### src/rtl/mem_arbiter_pkg.sv
// mem_arbiter_pkg: shared request encodings, FSM/owner enums and the slot record
// for the two-master memory arbiter.
package mem_arbiter_pkg;

  localparam logic MEMREQ_READ  = 1'b0;
  localparam logic MEMREQ_WRITE = 1'b1;

  typedef enum logic [1:0] {IDLE, ISSUE, WAIT_RESP, RESPOND} arb_state_t;

  typedef enum logic {OWNER_M0, OWNER_M1} arb_owner_t;

  typedef struct packed {
    logic        mode;
    logic [31:0] addr;
    logic [31:0] wdata;
    logic [3:0]  wstrb;
  } memreq_slot_t;

endpackage

### src/rtl/mem_req_slot.sv
// mem_req_slot: single-entry request capture buffer; a pulse into a full slot is
// dropped and sets a sticky overflow flag.
module mem_req_slot
  import mem_arbiter_pkg::*;
(
  input  logic         clk,
  input  logic         rstn,
  input  logic         i_pulse,
  input  logic         i_clear,
  input  memreq_slot_t i_req,
  output logic         o_valid,
  output logic         o_overflow,
  output memreq_slot_t o_req
);

  logic         r_valid;
  logic         r_overflow;
  memreq_slot_t r_req;
  logic         w_capture;

  // A pulse on the clearing cycle refills the slot rather than overflowing it.
  assign w_capture = i_pulse && (!r_valid || i_clear);

  always_ff @(posedge clk or negedge rstn) begin
    if (!rstn) begin
      r_valid    <= 1'b0;
      r_overflow <= 1'b0;
      r_req      <= '0;
    end else begin
      r_valid    <= w_capture || (r_valid && !i_clear);
      r_overflow <= r_overflow || (i_pulse && !w_capture);
      if (w_capture) r_req <= i_req;
    end
  end

  assign o_valid    = r_valid;
  assign o_overflow = r_overflow;
  assign o_req      = r_req;

endmodule

### src/rtl/mem_arbiter.sv
// mem_arbiter: shares one downstream memory port between two masters, one
// transaction in flight. Optional response timeout via macro ARB_TIMEOUT_EN.
module mem_arbiter
  import mem_arbiter_pkg::*;
#(
  parameter int FIXED_PRIO     = 0,
  parameter int TIMEOUT_CYCLES = 1024
) (
  input  logic        clk,
  input  logic        rstn,
  input  logic        m0_request_enable,
  input  logic        m0_req_mode,
  input  logic [31:0] m0_req_addr,
  input  logic [31:0] m0_req_wdata,
  input  logic [3:0]  m0_req_wstrb,
  output logic        m0_response_enable,
  output logic [31:0] m0_resp_data,
  input  logic        m1_request_enable,
  input  logic        m1_req_mode,
  input  logic [31:0] m1_req_addr,
  input  logic [31:0] m1_req_wdata,
  input  logic [3:0]  m1_req_wstrb,
  output logic        m1_response_enable,
  output logic [31:0] m1_resp_data,
  output logic        request_enable,
  output logic        req_mode,
  output logic [31:0] req_addr,
  output logic [31:0] req_wdata,
  output logic [3:0]  req_wstrb,
  input  logic        response_enable,
  input  logic [31:0] resp_data,
  output logic        overflow,
  output logic        bus_error
);

  arb_state_t   r_state;
  arb_owner_t   r_owner, r_last, w_win;
  memreq_slot_t r_req, w_s0, w_s1;
  logic         r_rsp0, r_rsp1, r_berr;
  logic [31:0]  r_d0, r_d1, w_rdata;
  logic         w_v0, w_v1, w_o0, w_o1, w_tmo, w_done;

  mem_req_slot u_slot0 (
    .clk       (clk),
    .rstn      (rstn),
    .i_pulse   (m0_request_enable),
    .i_clear   (r_state == RESPOND && r_owner == OWNER_M0),
    .i_req     ({m0_req_mode, m0_req_addr, m0_req_wdata, m0_req_wstrb}),
    .o_valid   (w_v0),
    .o_overflow(w_o0),
    .o_req     (w_s0)
  );

  mem_req_slot u_slot1 (
    .clk       (clk),
    .rstn      (rstn),
    .i_pulse   (m1_request_enable),
    .i_clear   (r_state == RESPOND && r_owner == OWNER_M1),
    .i_req     ({m1_req_mode, m1_req_addr, m1_req_wdata, m1_req_wstrb}),
    .o_valid   (w_v1),
    .o_overflow(w_o1),
    .o_req     (w_s1)
  );

  always_comb begin
    w_win = OWNER_M0;
    if (w_v1 && (!w_v0 || (FIXED_PRIO == 0 && r_last == OWNER_M0))) w_win = OWNER_M1;
  end

`ifdef ARB_TIMEOUT_EN
  localparam int TW = $clog2(TIMEOUT_CYCLES) + 1;
  logic [TW-1:0] r_cnt;
  always_ff @(posedge clk or negedge rstn) begin
    if (!rstn) r_cnt <= '0;
    else       r_cnt <= (r_state == WAIT_RESP) ? r_cnt + 1'b1 : '0;
  end
  assign w_tmo = r_state == WAIT_RESP && !response_enable && r_cnt == TW'(TIMEOUT_CYCLES - 1);
`else
  assign w_tmo = TIMEOUT_CYCLES < 0;
`endif

  assign w_done  = response_enable || w_tmo;
  assign w_rdata = response_enable ? resp_data : 32'h0;

  always_ff @(posedge clk or negedge rstn) begin
    if (!rstn) begin
      r_state <= IDLE;
      r_owner <= OWNER_M0;
      r_last  <= OWNER_M1;
      r_req   <= '0;
      r_rsp0  <= 1'b0;
      r_rsp1  <= 1'b0;
      r_d0    <= 32'h0;
      r_d1    <= 32'h0;
      r_berr  <= 1'b0;
    end else begin
      case (r_state)
        IDLE: if (w_v0 || w_v1) begin
          r_state <= ISSUE;
          r_owner <= w_win;
          r_last  <= w_win;
          r_req   <= (w_win == OWNER_M0) ? w_s0 : w_s1;
        end
        ISSUE: r_state <= WAIT_RESP;
        WAIT_RESP: if (w_done) begin
          r_state <= RESPOND;
          r_berr  <= w_tmo;
          if (r_owner == OWNER_M0) begin
            r_rsp0 <= 1'b1;
            r_d0   <= w_rdata;
          end else begin
            r_rsp1 <= 1'b1;
            r_d1   <= w_rdata;
          end
        end
        default: begin
          r_state <= IDLE;
          r_rsp0  <= 1'b0;
          r_rsp1  <= 1'b0;
          r_berr  <= 1'b0;
        end
      endcase
    end
  end

  assign request_enable     = r_state == ISSUE;
  assign req_mode           = r_req.mode;
  assign req_addr           = r_req.addr;
  assign req_wdata          = r_req.wdata;
  assign req_wstrb          = r_req.wstrb;
  assign m0_response_enable = r_rsp0;
  assign m0_resp_data       = r_d0;
  assign m1_response_enable = r_rsp1;
  assign m1_resp_data       = r_d1;
  assign overflow           = w_o0 || w_o1;
  assign bus_error          = r_berr;

endmodule

### config.mk
export PLATFORM = sky130hd
export DESIGN_NAME = mem_arbiter
export DESIGN_NICKNAME = d
export VERILOG_FILES = /design/src/rtl/mem_arbiter_pkg.sv /design/src/rtl/mem_req_slot.sv /design/src/rtl/mem_arbiter.sv
export SDC_FILE = /design/constraint.sdc
export NUM_CORES = 1
export LEC_CHECK = 0
export BUFFER_PORTS_ARGS = -buffer_cell sky130_fd_sc_hd__buf_2
export CORE_ASPECT_RATIO = 1.25
export CORE_UTILIZATION = 30
export DETAILED_ROUTE_END_ITERATION = 6
export GPL_ROUTABILITY_DRIVEN = 1
export GPL_TIMING_DRIVEN = 0
export PLACE_DENSITY_LB_ADDON = 0.08
export SYNTH_ARGS = -nofsm -noshare
export SYNTH_HDL_FRONTEND = slang
export SYNTH_SLANG_ARGS = --single-unit
### constraint.sdc
create_clock -name clk -period 4.5 [get_ports clk]
set_input_delay 0.45 -clock clk [delete_from_list [all_inputs] [get_ports clk]]
set_output_delay 0.45 -clock clk [all_outputs]
set_load 0.02 [all_outputs]
# Yosys cells after proc, flatten, opt, wreduce, memory -nomap -nowiden
# Cells that the tools add are included.
# W data, S select, Z words.
# totals
output_inout_bits	138
word_cells	80
input_bits	175
register_bits	282
# classes
n_mux	13
eq_ne	7
bitwise	3
n_reduce_logical	33
# ops
operator	n
$mux W69	1
$reduce_and A3 Y1	4
$logic_and A1 B1 Y1	9
$logic_or A1 B1 Y1	9
$ne A2 B2 Y1 const B	4
$logic_not A1 Y1	6
$mux W1	6
$pmux W1 S2	3
$pmux W2 S3	1
$reduce_and A2 Y1	3
$eq A2 B2 Y1 const B	2
$mux W2	2
$not A1 Y1	3
$eq A2 B1 Y1 const B	1
$logic_not A2 Y1	1
$reduce_or A2 Y1	1

# Logic depth before layout (Yosys ltp)
# Gate-level depths: netlist of run 1.
# logic_depth
depth_word	7
depth_mapped	8
mapped_depth_nobuf	5

# Cells and area by module
# Synthesis of run 1 repeated with hierarchy kept, for this count alone.
# unflattened
hier_cells	855
area_unflattened_um2	11537.3
# modules_own_cells
module	instances	seq_area_each_um2	area_each_um2	cells_each
mem_arbiter	1	3479.6	6179.7	551
mem_req_slot	2	1776.7	2678.8	152

# Worst setup path after synthesis of run 1
# No wires, ideal clock.
# synth_timing
kind	register -> register
startpoint	reg r_state[0]
endpoint	reg u_slot1.r_req (netlist bit u_slot1.o_req[0])
path_stages_with_launch	8
setup_ps	125
setup_slack_ps	2784
synth_period_minus_slack_ps	1716
n_path_buf	3
arrival_time_ps	1591
required_ps	4375
path_cell_list	dfrtp_1 > ha_1 > a21boi_2 > nand2b_4 > buf_6 > buf_6 > buf_8 > mux2_4
# synth_between
elab_chain_cells	4
# synth_lines
item	line_no	text
from (decl)	mem_arbiter.sv:36	arb_state_t r_state;
from (signal assigned)	mem_arbiter.sv:87	r_state <= IDLE;
from (signal assigned)	mem_arbiter.sv:99	r_state <= ISSUE;
from (signal assigned)	mem_arbiter.sv:104	ISSUE: r_state <= WAIT_RESP;
$eq A2 B2 Y1	mem_arbiter.sv:58	.i_clear (r_state == RESPOND && r_owner == OWNER_M1),
$logic_and A1 B1 Y1	mem_arbiter.sv:58	
$logic_or A1 B1 Y1	mem_req_slot.sv:22	assign w_capture = i_pulse && (!r_valid || i_clear);
$logic_and A1 B1 Y1	mem_req_slot.sv:22	
to (signal assigned)	mem_req_slot.sv:32	if (w_capture) r_req <= i_req;
to (decl)	mem_req_slot.sv:18	memreq_slot_t r_req;
# Every way passes these cells.
# A chain may end at the register's enable or synchronous reset.

# Worst setup path after layout of run 1
# layout_timing
startpoint	reg r_state[0]
endpoint	reg r_req (netlist bit req_addr[8])
# layout_between
elab_chain_cells	2
# layout_lines
item	line_no	text
$logic_not A2 Y1	mem_arbiter.sv:97	case (r_state)
$reduce_and A2 Y1 (no source line)	-	
to (signal assigned)	mem_arbiter.sv:102	r_req <= (w_win == OWNER_M0) ? w_s0 : w_s1;
to (decl)	mem_arbiter.sv:38	memreq_slot_t r_req, w_s0, w_s1;
# Every way passes these cells.

==> run summary, run 1 <==
RSZ-0062 raised after global routing -> no
Final ANT Viol Nets -> 0
Worst skew pair latency -> 0.56 ns
Core area -> 0.0364 sq mm
Net Sw Frac -> 37.6%
Drt total wl -> 30.9 mm
Max Slew Vio Count -> 0
Commonest non-fill, non-tap cell in the layout -> buf_2
I/O pin cnt -> 313
Pwr dens -> 826 mW/mm^2
Die height -> 217 um
Endpoints failing hold -> 0
Seq pwr share -> 37.5%
CP Data Arrival Time -> 2.76 ns
PnR worst setup slack -> 2.22 ns
Leakage power -> 6.79 nW
First-pass GRT wire length -> 48.2 mm
Outcome -> finished clean
Primary FF master, synth -> dfrtp_1
Router iterations before antenna repair -> 4
Clock Power Share -> 21.8%
# fillers -> 3,660
Sink Count -> 281
R2R Setup Slk -> 2.22 ns
Slowest CP cell -> o21ai_1
Row count -> 78
CP Max Fanout -> 10
Int Power -> 7.44 mW
Switching power -> 4.48 mW
Rel. slew slack -> 37.2%
Final core occ -> 39.6%
Clock transition at path regs -> 0.06 ns
Total GRT Usage -> 16.4%
Drt wl/cell -> 18.1 um
Post-Syn Area -> 0.0111 sq mm
CTS tree -> built
Antenna violations before repair -> 10
Max-cap violations -> 0
Worst Path Required -> 4.99 ns
Buf/Inv on CP -> 4
Critical Path Sink Type -> register
Fraction of registers with async set/reset -> 100%
Clock Path Buffers -> 3
Least-Margin Pin Slew -> 0.936 ns
Dpl hpwl -> 21.7 mm
CP peak stage delay -> 0.51 ns
Area growth syn-to-layout -> 29.6%
Largest net degree at the start of global routing -> 108
H-Tree Depth -> 1
Die area -> 0.0379 sq mm
Pre-CTS WS -> 2.16 ns
Synth warn -> 0
CTS Buf Count -> 31
Gr ovfl total -> 0
Vias after detailed routing -> 7,676
WP depth -> 8
Worst hold stages -> 2
Number of vias per cell -> 4.50
Unique masters post-synth -> 31
Post-synthesis sequential area ratio -> 63.2%
Max Clk Rate -> 439 MHz
Routability cong. -> 0.718
CP delay by family, top -> buffers and inverters
Final period util -> 50.6%
Setup TNS Final -> 0 ns
Clock skew -> 0.00836 ns
Post-synthesis register bit count -> 281
PortBufs -> 311
Maximum VDD drop -> 0.359 mV
Cells on worst reg2reg path -> 8
Residual DRC count -> 0
Hold WS -> 0.0979 ns
Initial Util -> 30.6%
Setup-failing EPs final -> 0
Vias in the first global route -> 8,242
Share of cells above drive strength 1 -> 50.1%
Die W -> 174 um
Post-Synthesis Cells -> 853
Combinational Power Share -> 40.7%
CP cell instances -> inv_1, ha_1, buf_2, o21ai_1, buf_2, buf_4, a21oi_1, a21oi_1
Startpoint Class -> register
Clock root buffer master -> clkbuf_16
Mapped Nets -> 1,032
Most frequent cells in the layout -> buf_2 (333), dfrtp_1 (280), mux2_2 (193)
Crit Path Class -> reg -> reg
EDFF count, synth -> 0
Nets -> 1,379
Worst min path class -> in -> reg
Tmin final -> 2.28 ns
Syn Area/Cell -> 13.1 sq um
1st-iter DRT viols -> 280
Setup Fix Bufs, Post-CTS -> 0
-- path summary, 6_finish.rpt --
path	start	to
max	r_state[0]$_DFFE_PN0P_	req_addr[8]$_DFFE_PN0P_
min	m0_request_enable	u_slot0.o_valid$_DFF_PN0_
max reg2reg	r_state[0]$_DFFE_PN0P_	req_addr[8]$_DFFE_PN0P_
min reg2reg	u_slot1.o_overflow$_DFF_PN0_	u_slot1.o_overflow$_DFF_PN0_
max in group asynchronous	rstn	req_wdata[1]$_DFFE_PN0P_
min in group asynchronous	rstn	m1_resp_data[29]$_DFFE_PN0P_
-- cell families (layout without fill, tap and decap cells) --
group,count (synthesis),after routing,synth area share [%]
flip-flops,281,281,63.2
multiplexers,203,203,20.9
AND/OR/NAND/NOR,154,154,5.54
AO/OA/AOI/OAI,153,153,7.19
buffers and inverters,57,428,2.75
adder cells (fa/ha/maj),4,4,0.450
other,1,4,0.0337
-- final cells by class --
type	count	area [sq um]	area share (%)
multi-input cells	515	3790	26.3
flip-flops and latches	281	7030	48.8
diodes	3	7.51	0.0520
inverters	3	11.3	0.0781
clock inverters	14	150	1.04
well taps	480	601	4.16
repair buffers	314	1630	11.3
plain buffers	54	295	2.05
clock buffers	43	901	6.25
-- cell usage after synthesis (all sizes together) (2+ instances only) --
cell type    n  area (sq um)
dfrtp      280          7010
mux2       203          2320
a21oi      139           696
nor2        74           278
nand2       70           263
buf         35           224
clkbuf      19          71.3
ha           4          50.1
a21boi       3          30.0
a31oi        3          18.8
inv          3          11.3
o21ai        3          15.0
a21o         2          15.0
nand2b       2          27.5
nand3        2          10.0
or2          2          12.5
-- power groups by stage --
stage / Sequential [mW] / Clock (mW) / Combinational (mW)
3_3_place_gp: 4.50 / 0 / 4.91
3_5_place_dp: 4.52 / 0 / 4.98
6_report: 4.47 / 2.60 / 4.85
5_1_grt: 4.64 / 2.79 / 5.38
4_1_cts: 4.48 / 2.70 / 4.99
2_1_floorplan: 5.18 / 0 / 2.56
-- state kept, by name, summed over array words and instances (netlist names), 2 cells and up --
signal	cells
m0_resp_data	32
req_wstrb	4
u_slot1.o_req	69
r_state	2
u_slot0.o_req	69
req_addr	32
req_wdata	32
m1_resp_data	32
-- metal layers --
layer	share of wire [%]	vias to the layer above	global-route usage (%)
met2	48	223	27.5
li1	-	3627	-
met3	7.4	37	4.86
met5	0.23	-	0
met1	43	3777	20.7
met4	1.4	12	4.15
-- repair_timing --
item / in CTS / in global routing
gates resized for setup: 0 / 0
hold buffers: 1 / 0
setup endpoints to repair: 0 / 0
endpoints found under the hold margin: 20 / 0
-- metrics by stage --
| step | total power, mW | cell area [sq um] | instances |
|---|---|---|---|
| after floorplan | 7.73 | 11100 | 853 |
| after global placement | 9.41 | 13300 | 1644 |
| after detailed placement | 9.50 | 13400 | 1646 |
| after CTS | 12.2 | 14400 | 1704 |
| after global routing | 12.8 | 14400 | 1707 |
| final | 11.9 | 14400 | 1707 |
(Power assumes the default switching activity.)
==> run 2, diff against run 1 <==
==> constraint.sdc (replaced) <==
create_clock -name clk -period 2.15 [get_ports clk]
set_input_delay 0.215 -clock clk [delete_from_list [all_inputs] [get_ports clk]]
set_output_delay 0.215 -clock clk [all_outputs]
set_load 0.02 [all_outputs]
==> run 2 against run 1 <==
  * Power up 110%
  * First-iteration DRC count unchanged
  * Critical path depth decreased by 1
  * Critical endpoint is now u_slot1.o_req[30]$_DFFE_PN0P_
  * Largest cell class unchanged
  * Highest routed layer unchanged
==> run summary, run 2 (same netlist as run 1, synthesis figures left out) <==
Total GRT Usage -> 16.9% (+0.50 points)
Startpoint Class -> register
Outcome -> finished clean
Number of vias per cell -> 4.40 (-2.2%)
Pre-CTS WS -> -0.194 ns (-2.35 ns)
Cells on worst reg2reg path -> 7 (-1)
CP Data Arrival Time -> 2.44 ns (-0.32 ns)
I/O pin cnt -> 313 (unchanged)
Pwr dens -> 1560 mW/mm^2 (+89%)
Area of the multi-input gates -> 0.00381 sq mm (+0.43%)
Nets -> 1,553 (+13%)
Die height -> 217 um (unchanged)
Setup-failing EPs final -> 0 (unchanged)
Final ANT Viol Nets -> 0 (unchanged)
Slowest CP cell -> dfrtp_1
Router iterations before antenna repair -> 4 (unchanged)
R2R Setup Slk -> 0.15 ns (-2.08 ns)
Drt wl/cell -> 16.8 um (-6.8%)
Gr ovfl total -> 0 (unchanged)
CP cell instances -> ha_1, a21boi_2, nand2b_4, buf_6, buf_6, buf_8, mux2_4
Worst R2R End -> u_slot1.o_req[30]$_DFFE_PN0P_
Initial Util -> 30.6% (unchanged)
1st-iter DRT viols -> 280 (unchanged)
Crit Path Class -> reg -> reg
Leakage power -> 7.56 nW (+11%)
Least-Margin Pin Slew -> 0.855 ns (-0.0813 ns)
Max Slew Vio Count -> 0 (unchanged)
Clock Path Buffers -> 3 (unchanged)
CP Max Fanout -> 10 (unchanged)
Final period util -> 93.2% (+43 points)
Area growth syn-to-layout -> 45.5%
Worst Path Required -> 2.59 ns (-2.40 ns)
Antenna violations before repair -> 1 (-9)
Row count -> 78 (unchanged)
Largest net degree at the start of global routing -> 108 (unchanged)
Placed instance count -> 1,646 (unchanged)
Antenna diode count -> 0 (-3)
Max Clk Rate -> 499 MHz (+14%)
RSZ-0062 raised after global routing -> no
PnR worst setup slack -> 0.146 ns (-2.08 ns)
PortBufs -> 311 (unchanged)
Vias in the first global route -> 9,044 (+9.7%)
Share of cells above drive strength 1 -> 44.8% (-5.3 points)
Worst min path class -> in -> async
Die W -> 174 um (unchanged)
CTS Buf Count -> 31 (unchanged)
RR Startpoint -> r_state[0]$_DFFE_PN0P_
Die area -> 0.0379 sq mm (unchanged)
Core area -> 0.0364 sq mm (unchanged)
Final non-filler cell total -> 1,878 (+10%)
Clock transition at path regs -> 0.06 ns (about the same)
Drt total wl -> 31.6 mm (+2.5%)
Sink Count -> 281 (unchanged)
CP peak stage delay -> 0.40 ns (-0.11 ns)
FF+latch area -> 0.00703 sq mm (unchanged)
Rel. slew slack -> 43.0% (+5.8 points)
Endpoints failing hold -> 0 (unchanged)
Residual DRC count -> 0 (unchanged)
Vias after detailed routing -> 8,259 (+7.6%)
CTS tree -> built
Max-cap violations -> 0 (unchanged)
Worst skew pair latency -> 0.56 ns (about the same)
Most frequent cells in the layout -> buf_2 (331), dfrtp_1 (280), mux2_2 (193)
Dpl hpwl -> 21.7 mm (unchanged)
Critical Path Sink Type -> register
Clock skew -> 0.00793 ns (-0.000429 ns)
Tmin final -> 2.00 ns (-0.272 ns)
Clock root buffer master -> clkbuf_16
Routability cong. -> 0.718 (unchanged)
H-Tree Depth -> 1 (unchanged)
# fillers -> 3,541 (-3.3%)
First-pass GRT wire length -> 50.5 mm (+4.8%)
Maximum VDD drop -> 0.795 mV (+120%)
Commonest non-fill, non-tap cell in the layout -> buf_2
Crit path top cell by count -> buf_6
## run 2: changes by cell type in the layout (fill, tap and decap cells not counted), sizes merged
cell,delta
diode,-3
clkbuf,-2
buf,+3
dlygate4sd3,+173
## run 2: final cells by class
cell class,count,share of cell area [%]
clock inverters,14,0.927
flip-flops and latches,281,43.4
inverters,3,0.0695
repair buffers,489,20.9
well taps,480,3.71
plain buffers,53,1.89
clock buffers,43,5.56
multi-input cells,515,23.5
## run 2: per-layer routing
metal  vias up  share of wire, %  GRT usage, %
met1      4018                44          21.9
li1       3966                 -             -
met3        38               5.9          3.60
met5         -             0.041             0
met2       235                48          28.6
met4         2               2.1          4.65
## run 2: worst max-delay path by stage
stage	startpoint	to	slack [ns]	cells after the start
detailed placement	r_state[1]$_DFFE_PN0P_	u_slot0.o_req[35]$_DFFE_PN0P_	-0.19	5
global placement	rstn	u_slot0.o_req[5]$_DFFE_PN0P_	-4.93	1
CTS	r_state[0]$_DFFE_PN0P_	req_addr[27]$_DFFE_PN0P_	0.02	7
global route	r_state[0]$_DFFE_PN0P_	req_wdata[27]$_DFFE_PN0P_	0.002	7
floorplan	r_state[0]$_DFFE_PN0P_	u_slot1.o_req[0]$_DFFE_PN0P_	0.43	7
finish	r_state[0]$_DFFE_PN0P_	u_slot1.o_req[30]$_DFFE_PN0P_	0.15	7
## run 2: worst max-delay path: cells and delay by family (launching register included)
kind	cells	cell delay (ns)
buffers and inverters	3	0.54
AO/OA/AOI/OAI	1	0.19
AND/OR/NAND/NOR	1	0.15
adder cells (fa/ha/maj)	1	0.27
multiplexers	1	0.31
flip-flops	1	0.40
## run 2: metrics by stage
stage	total power, mW	util (%)	setup TNS (ns)	hold slack [ns]	instance area [sq um]
after CTS	25.8	44.5	0	0.352	16200
after global routing	27.2	44.5	0	0.389	16200
after floorplan	16.2	-	0	-0.0806	11100
after global placement	19.7	36.5	-1390.05	0.422	13300
after detailed placement	19.9	36.7	-15.72	0.364	13400
final	25.3	44.5	0	0.319	16200
## run 2: where the power goes
| group | switching [mW] | internal (mW) |
|---|---|---|
| Sequential | 1.31 | 8.04 |
| Clock | 2.18 | 3.26 |
| Combinational | 5.95 | 4.54 |
## run 2: what timing repair did
item	CTS	global route
setup endpoints to repair	132	27
endpoints found under the hold margin	312	0
pin swaps	1	0
buffers inserted	2	0
resized for setup	9	10
hold buffers	174	0
